$ cat config.mk
export PLATFORM = sky130hd
export DESIGN_NAME = game2_display
export DESIGN_NICKNAME = d
export VERILOG_FILES = /design/src/rtl/game2_display.sv
export SDC_FILE = /design/constraint.sdc
export NUM_CORES = 1
export LEC_CHECK = 0
export CORE_MARGIN = 2
export CORE_UTILIZATION = 46
export DETAILED_ROUTE_END_ITERATION = 16
export GPL_ROUTABILITY_DRIVEN = 0
export PLACE_DENSITY = 0.83
export SLEW_MARGIN = 20
export SYNTH_ARGS = -nofsm -noshare
export SYNTH_HDL_FRONTEND = slang
export SYNTH_SLANG_ARGS = --single-unit
$ cat constraint.sdc
create_clock -name CLK -period 2.2 [get_ports CLK]
set_input_delay 0.22 -clock CLK [delete_from_list [all_inputs] [get_ports CLK]]
set_output_delay 0.22 -clock CLK [all_outputs]
set_load 0.01 [all_outputs]
$ cat src/rtl/game2_display.sv
// Scanned 8-digit 7-segment display and LED driver for the two-player rope game.
// Shows a countdown, both scores with the rope position, and a blinking winner.
module game2_display #(
  parameter int BLINK_HALF = 500
) (
  input  logic       CLK,
  input  logic       RESETN,
  input  logic [2:0] SCREEN,
  input  logic [2:0] LOCATION,
  input  logic [2:0] COUNT_DOWN,
  input  logic [3:0] P1_100,
  input  logic [3:0] P1_10,
  input  logic [3:0] P1_1,
  input  logic [3:0] P2_100,
  input  logic [3:0] P2_10,
  input  logic [3:0] P2_1,
  output logic [7:0] SEG_COM,
  output logic [7:0] SEG_DATA,
  output logic [7:0] LED
);

  localparam int CW = (BLINK_HALF > 1) ? $clog2(BLINK_HALF) : 1;

  localparam logic [2:0] SCR_CD   = 3'b001;
  localparam logic [2:0] SCR_PLAY = 3'b010;
  localparam logic [2:0] SCR_OVER = 3'b100;

  typedef enum logic [1:0] {WIN_TIE, WIN_P1, WIN_P2} winner_t;

  logic [2:0]    idx;
  logic [2:0]    prev_screen;
  logic [CW-1:0] cnt_q, cnt_d, cnt_eff;
  logic          on_q, on_d, on_eff;
  winner_t       win_q, win_d, win_eff, win_cmp;
  logic          entry, wrap, is_dash, blank;
  logic [3:0]    digit_val;
  logic [7:0]    score_data, data_d, led_d;
  logic [11:0]   p1_score, p2_score;

  function automatic logic [7:0] seg7(input logic [3:0] v);
    case (v)
      4'd0:    seg7 = 8'h3F;
      4'd1:    seg7 = 8'h06;
      4'd2:    seg7 = 8'h5B;
      4'd3:    seg7 = 8'h4F;
      4'd4:    seg7 = 8'h66;
      4'd5:    seg7 = 8'h6D;
      4'd6:    seg7 = 8'h7D;
      4'd7:    seg7 = 8'h07;
      4'd8:    seg7 = 8'h7F;
      4'd9:    seg7 = 8'h6F;
      default: seg7 = 8'h00;
    endcase
  endfunction

  // On the entry edge the freshly compared winner and a restarted blink are
  // used directly, so the first game-over frame already shows the new result.
  always_comb begin
    p1_score = {P1_100, P1_10, P1_1};
    p2_score = {P2_100, P2_10, P2_1};
    entry    = (SCREEN == SCR_OVER) && (prev_screen != SCR_OVER);
    if (p1_score > p2_score)      win_cmp = WIN_P1;
    else if (p2_score > p1_score) win_cmp = WIN_P2;
    else                          win_cmp = WIN_TIE;
    win_eff = entry ? win_cmp : win_q;
    cnt_eff = entry ? '0 : cnt_q;
    on_eff  = entry ? 1'b1 : on_q;
    wrap    = (cnt_eff == CW'(BLINK_HALF - 1));
  end

  // NOTE: every output of this block is given a default first, so no latch is inferred.
  always_comb begin
    is_dash   = 1'b0;
    digit_val = 4'd0;
    case (idx)
      3'd0: digit_val = P1_100;
      3'd1: digit_val = P1_10;
      3'd2: digit_val = P1_1;
      3'd5: digit_val = P2_100;
      3'd6: digit_val = P2_10;
      3'd7: digit_val = P2_1;
      default: is_dash = 1'b1;
    endcase
    score_data = is_dash ? 8'h40 : seg7(digit_val);

    blank = !on_eff && ((win_eff == WIN_TIE) ||
                        (win_eff == WIN_P1 && idx <= 3'd2) ||
                        (win_eff == WIN_P2 && idx >= 3'd5));

    data_d = 8'h00;
    led_d  = 8'h00;
    cnt_d  = '0;
    on_d   = 1'b1;
    win_d  = win_q;
    case (SCREEN)
      SCR_CD: begin
        if (idx == 3'd7) data_d = seg7({1'b0, COUNT_DOWN});
      end
      SCR_PLAY: begin
        data_d = score_data;
        if (LOCATION != 3'd7) led_d = 8'b1 << LOCATION;
      end
      SCR_OVER: begin
        data_d = blank ? 8'h00 : score_data;
        if (on_eff) begin
          case (win_eff)
            WIN_P1:  led_d = 8'h0F;
            WIN_P2:  led_d = 8'hF0;
            default: led_d = 8'hFF;
          endcase
        end
        cnt_d = wrap ? '0 : cnt_eff + CW'(1);
        on_d  = wrap ? ~on_eff : on_eff;
        win_d = win_eff;
      end
      default: ;
    endcase
  end

  // NOTE: sequential state uses non-blocking assignments so every register
  // samples the values from before this edge.
  always_ff @(posedge CLK) begin
    if (!RESETN) begin
      idx         <= 3'd0;
      prev_screen <= 3'b000;
      cnt_q       <= '0;
      on_q        <= 1'b1;
      win_q       <= WIN_TIE;
      SEG_COM     <= 8'hFF;
      SEG_DATA    <= 8'h00;
      LED         <= 8'h00;
    end else begin
      idx         <= idx + 3'd1;
      prev_screen <= SCREEN;
      cnt_q       <= cnt_d;
      on_q        <= on_d;
      win_q       <= win_d;
      SEG_COM     <= ~(8'b1 << idx);
      SEG_DATA    <= data_d;
      LED         <= led_d;
    end
  end

endmodule

### After elaboration in Yosys (flattened, before gate mapping)

Memory sizes are Yosys's and may differ from the RTL's.
Cells that the tools add are included.

* add/sub/neg operators: 2
* $mul: 0
* divide/modulo/power cells: 0
* $lt $le $gt $ge: 4
* equality and inequality tests: 13
* shift-type cells: 2
* muxes and demuxes: 15
* bitwise gates (word level): 4
* reduce and logical (&&, ||, !) cells: 12

Operator list (count)
* $mux 8: 5
* $pmux 8 s2: 2
* $gt 12x12->1: 2
* $pmux 4 s6: 1
* $pmux 8 s3: 1
* $shl 1x3->8 const A: 2
* $eq 3x3->1 const B: 4
* $add 9x1->9 const B: 1
* $eq 9x9->1 const B: 1
* $mux 9: 1
* $not 8->8: 1
* $eq 3x1->1 const B: 2
* $eq 3x2->1 const B: 2
* $mux 2: 3
* $ne 3x3->1 const B: 2
* $reduce_or 6->1: 1
* $logic_and 1x1->1: 4
* $add 3x1->3 const B: 1
* $ge 3x3->1 const B: 1
* $le 3x2->1 const B: 1
* $logic_not 3->1: 1
* $not 1->1: 3
* $reduce_or 3->1: 1
* $eq 2x1->1 const B: 1
* 6 further kinds: 8

* register bits: 42
* latch bits: 0
* RAM bits: 0
* memory bits (read-only): 168
* input bits: 35
* output and inout bits: 24
* logic and storage cells: 62
* memories: 2

Memories
* (no name shown): words 16, width 7, rd ports 1, clocked after Yosys merged registers in 0, write ports 0, RTL line 41 `case (v)`
* (no name shown): words 8, width 7, rd ports 1, clocked after Yosys merged registers in 0, write ports 0, RTL line 41

### Logic depth before layout (Yosys ltp)

* depth after elaboration: 11
* depth in mapped cells: 12
* mapped depth without buffers: 12

### Worst setup path after synthesis

No wires, ideal clock.

* path kind: register to register
* from: register prev_screen[1]
* to: register on_q
* setup time: 127 ps
* arrival time: 2170 ps
* required time: 2073 ps
* path slack: -97 ps
* cell stages (with the launch flop): 11
* path buffers: 1
* clock period less this slack: 2297 ps
* path through: dfxtp_1 -> nor3b_2 -> nand2b_1 -> buf_6 -> and2_1 -> ha_1 -> and3_1 -> nand3_1 -> nor3b_1 -> xor2_1 -> or3_1

* cells in the longest elaborated chain, start to end: 5
* elaborated cells on any way between the ends: 7
* those cells by class: eq/ne (2); mux (3); bitwise (1); reduce/logical (1)

Ends and longest elaborated chain
* start: declaration: RTL line 31 `logic [2:0] prev_screen;`
* start signal: assignment: RTL line 125 `prev_screen <= 3'b000;`
* start signal: assignment: RTL line 134 `prev_screen <= SCREEN;`
* $ne 3x3->1 (*): RTL line 61 `entry = (SCREEN == SCR_OVER) && (prev_screen != SCR_OVER);`
* $logic_and 1x1->1 (*): RTL line 61
* $mux 9 / $mux 1 (equally long branches): RTL line 66, 67
* $eq 9x9->1 / $not 1->1 (equally long branches): RTL line 68, 113
* $mux 1 (*): RTL line 113 `on_d = wrap ? ~on_eff : on_eff;`
* end signal: assignment: RTL line 136 `on_q <= on_d;`
* end: declaration: RTL line 33 `logic on_q, on_d, on_eff;`

Mark *: on every way between the ends. The rest lies on a longest branch, timed or not.
A chain may end at the register's enable or synchronous reset.

### Worst setup path after layout

* from: input P1_100[2]
* to: register SEG_DATA[3]

* cells in the longest elaborated chain, start to end: 11
* elaborated cells on any way between the ends: 18
* those cells by class: order compare (2); eq/ne (2); mux (7); reduce/logical (6); memory (1)

Ends and longest elaborated chain
* start: declaration: RTL line 11 `input logic [3:0] P1_100,`
* $gt 12x12->1: RTL line 63 `else if (p2_score > p1_score) win_cmp = WIN_P2;`
* $mux 2: RTL line 63
* $mux 2: RTL line 62 `if (p1_score > p2_score) win_cmp = WIN_P1;`
* $mux 2: RTL line 65 `win_eff = entry ? win_cmp : win_q;`
* $eq 2x1->1: RTL line 87 `(win_eff == WIN_P1 && idx <= 3'd2) ||`
* $logic_and 1x1->1: RTL line 87
* $logic_or 1x1->1: RTL line 86 `blank = !on_eff && ((win_eff == WIN_TIE) ||`
* $logic_or 1x1->1: RTL line 87
* $logic_and 1x1->1: RTL line 86
* $mux 8: RTL line 104 `data_d = blank ? 8'h00 : score_data;`
* $pmux 8 s3 (*): RTL line 95 `case (SCREEN)`
* end signal: assignment: RTL line 139 `SEG_DATA <= data_d;`
* end: declaration: RTL line 18 `output logic [7:0] SEG_DATA,`

Marks and branches as above.

==> impl_metrics.yaml <==
worst_setup_path:
  end_kind: "flip-flop"
  crit_type: "in -> reg"
  path_max_fanout: 3
  crit_path_start: "P1_100[2]"
  worstReg2RegStart: "idx[0]"
  cp-start-kind: "input pin"
  cp.arrival_ns: 2.50
  crit_required_ns: 2.39
final_layout:
  drive_above_1_share_pct: 31.3
  stdcell_count: 472
  fillers: 345
  nets: 463
  final_cell_area_mm2: 0.00404
  synthToLayoutAreaGrowth_pct: 56.7
synthesis:
  synth_top_family_by_area: "compound AO/OA/AOI/OAI gates"
  ys_types: 59
  syn_avg_cell_area_um2: 8.62
  yosys.area.top_type: "dfxtp_1"
  synth_top_cell_area_share_pct: 31.8
  ys_ff_latch: 41
  yosys.area_share.simple_pct: 22.1
  synth_cells: 299
  synth-compound-area-share_pct: 22.6
  synthesis.area_mm2: 0.00258
  syn_nets: 364
  synth-xor-area-share_pct: 2.72
  synth_edf_count: 0
  ys_async_sr_fraction_pct: 0
  synth_fa_ha_area_share_pct: 14.6
  synthTopCellsByArea: "dfxtp_1, ha_1, nand2_1, inv_1, nor2_1"
  synthMuxAreaShare_pct: 0.437
  ys.warnings.count: 0
  synth_seq_area_share_pct: 31.8
  synthFlopType: "dfxtp_1"
power_and_ir_drop:
  power_switching_uw: 681
  power_density_mw_per_mm2: 531
  p_int_mw: 1.47
  power_mw: 2.15
  cellLeakagePower_nw: 1.65
  ir_worst_vdd_v: 0.000353
  power_frac_seq_pct: 36.6
  swShare_pct: 31.7
  clockPowerShare_pct: 28.8
  p_comb_share_pct: 34.6
clock_network:
  numCtsBuffers: 5
  cts_root_buf: "clkbuf_8"
  cts_sinks: 41
  cts.path.max_buffers: 2
  clk-insertion-delay-late_ns: 0.31
  htreeDepth: 2
  cts_tree: "done"
  clkTransAtPathRegs_ns: 0.09
  hold_buffers: 0
placed_design:
  placed_cells: 459
  hpwl_mm: 5.22
  io_buffers: 57
  place_ws_ns: -0.330
  place_area_mm2: 0.00352
grt:
  first_global_vias: 2453
  grtUsageTotal_pct: 22.3
  grt_pass1_wl_mm: 11.0
  grt-ovfl-total: 0
  antenna_found_initial: 1
  grt_start_max_net_pins: 15
min_path:
  hp-class: "reg -> reg"
  min_from: "cnt_q[5]"
floorplan:
  core.rowCount: 27
  die_h_um: 78.9
  dieArea_mm2: 0.00622
  initial_core_util_pct: 47.1
  core_area_mm2: 0.00547
  die_w_um: 78.9
  ios: 59
route:
  detail_route.vias_per_cell: 5.86
  dr.pass1.iters: 7
  finalWirelength_mm: 8.67
  post-route-drc-count: 0
  wl_per_cell_um: 18.4
  vias: 2765
  ant_nets: 0
  drtIter0Drc: 225
sta:
  finalSetupViolCount: 7
  layout_setup_ws_ns: -0.109
  final-max-slew-violation-count: 0
  setup-tns-final_ns: -0.422
  rsz0062_at_grt: "yes"
  finalClockSkew_ns: 0.0124
  fin_crit_ns: 2.31
  final-hold-violation-count: 0
  min_period_over_period_pct: 105
  max_freq_mhz: 433
job:
  cap_violations: 0
status:
  violations: "setup timing"
  outcome: "finished, violations left"
[path summary, 6_finish.rpt]
| check | cells after the start | endpoint | slack [ns] |
|---|---|---|---|
| setup / recovery | 10 | SEG_DATA[3] | -0.11 |
| hold / removal | 3 | cnt_q[5] | 0.56 |
| setup reg to reg | 11 | SEG_DATA[5] | -0.09 |
| hold reg to reg | 3 | cnt_q[5] | 0.56 |
[flip-flops by register name, summed over array words and instances, names as in the netlist]
signal and cells:
cnt_q 9, LED 8, SEG_COM 8, SEG_DATA 7, idx 3, prev_screen 3, win_q 2, on_q 1
[kinds of logic after synthesis]
| family | Yosys count |
|---|---|
| AOI/OAI and AO/OA | 78 |
| xor gates and xnor gates | 8 |
| adders and majority gates | 30 |
| buffers and inverters | 35 |
| DFF | 41 |
| muxes | 1 |
| other | 1 |
| and+or+nand+nor | 105 |
[per-layer routing]
layer	routed length, um	vias to the layer above	GRT usage [%]
met1	3160	1302	25.6
met2	4490	157	40.4
met5	0	-	0
met4	463	0	7.93
met3	555	54	4.89
li1	-	1252	-
[layout make-up]
class	instances	area (um^2)	share of cell area (%)
antenna	1	2.50	0.0619
clock buffer	5	68.8	1.70
sequential	41	831	20.6
clock inverter	3	46.3	1.15
timing repair buffer	101	927	22.9
inverter	26	103	2.54
multi-input combinational	223	1970	48.8
tap	72	90.1	2.23
[power by group through the flow]
stage | Clock [mW] | Sequential, mW | Combinational (mW)
after CTS | 0.621 | 0.779 | 0.573
after floorplan | 0 | 0.799 | 0.287
after global routing | 0.662 | 0.787 | 0.793
after global placement | 0 | 0.795 | 0.538
after detailed placement | 0 | 0.795 | 0.555
final | 0.618 | 0.785 | 0.744
[through the flow]
step | util (%) | hold WS [ns]
after floorplan | - | 0.322
after global placement | 64.4 | 0.480
after detailed placement | 64.4 | 0.518
after CTS | 67.1 | 0.551
after global routing | 73.8 | 0.586
final | 73.8 | 0.559
[critical path: stages]
cell	delay, ns
clkdlybuf4s50_1	0.49
inv_1	0.06
ha_2	0.33
o21ai_2	0.06
nor2_2	0.24
nor4_4	0.09
a211oi_2	0.41
o221ai_4	0.22
a211oi_1	0.31
a211oi_1	0.08
[cell usage after synthesis (all sizes together), types with 7 or more instances]
library cell / n
nand2: 28
nor2b: 9
nor2: 23
inv: 26
dfxtp: 41
a21oi: 12
nand3: 13
and2: 8
o21ai: 22
xor2: 7
ha: 30
[cells in the final DEF (no fill, tap or decap), types with 7 or more instances in the layout]
cell and instances:
dlymetal6s2s_1 9, nor2b_1 7, nand3_1 12, xor2_1 7
o21ai_1 8, ha_1 14, nand2_1 25, a21oi_1 7
nor2_1 19, clkdlybuf4s50_1 48, buf_4 43, dfxtp_1 37
ha_4 15, inv_1 18, o21ai_0 11
[what timing repair did]
item | in CTS | in global routing
endpoints found under the setup margin | 6 | 19
endpoints found under the hold margin | 0 | 0
buffers inserted | 0 | 4
pin swaps | 3 | 29
gates resized for setup | 15 | 70
Power figures use the tool's default switching activity.
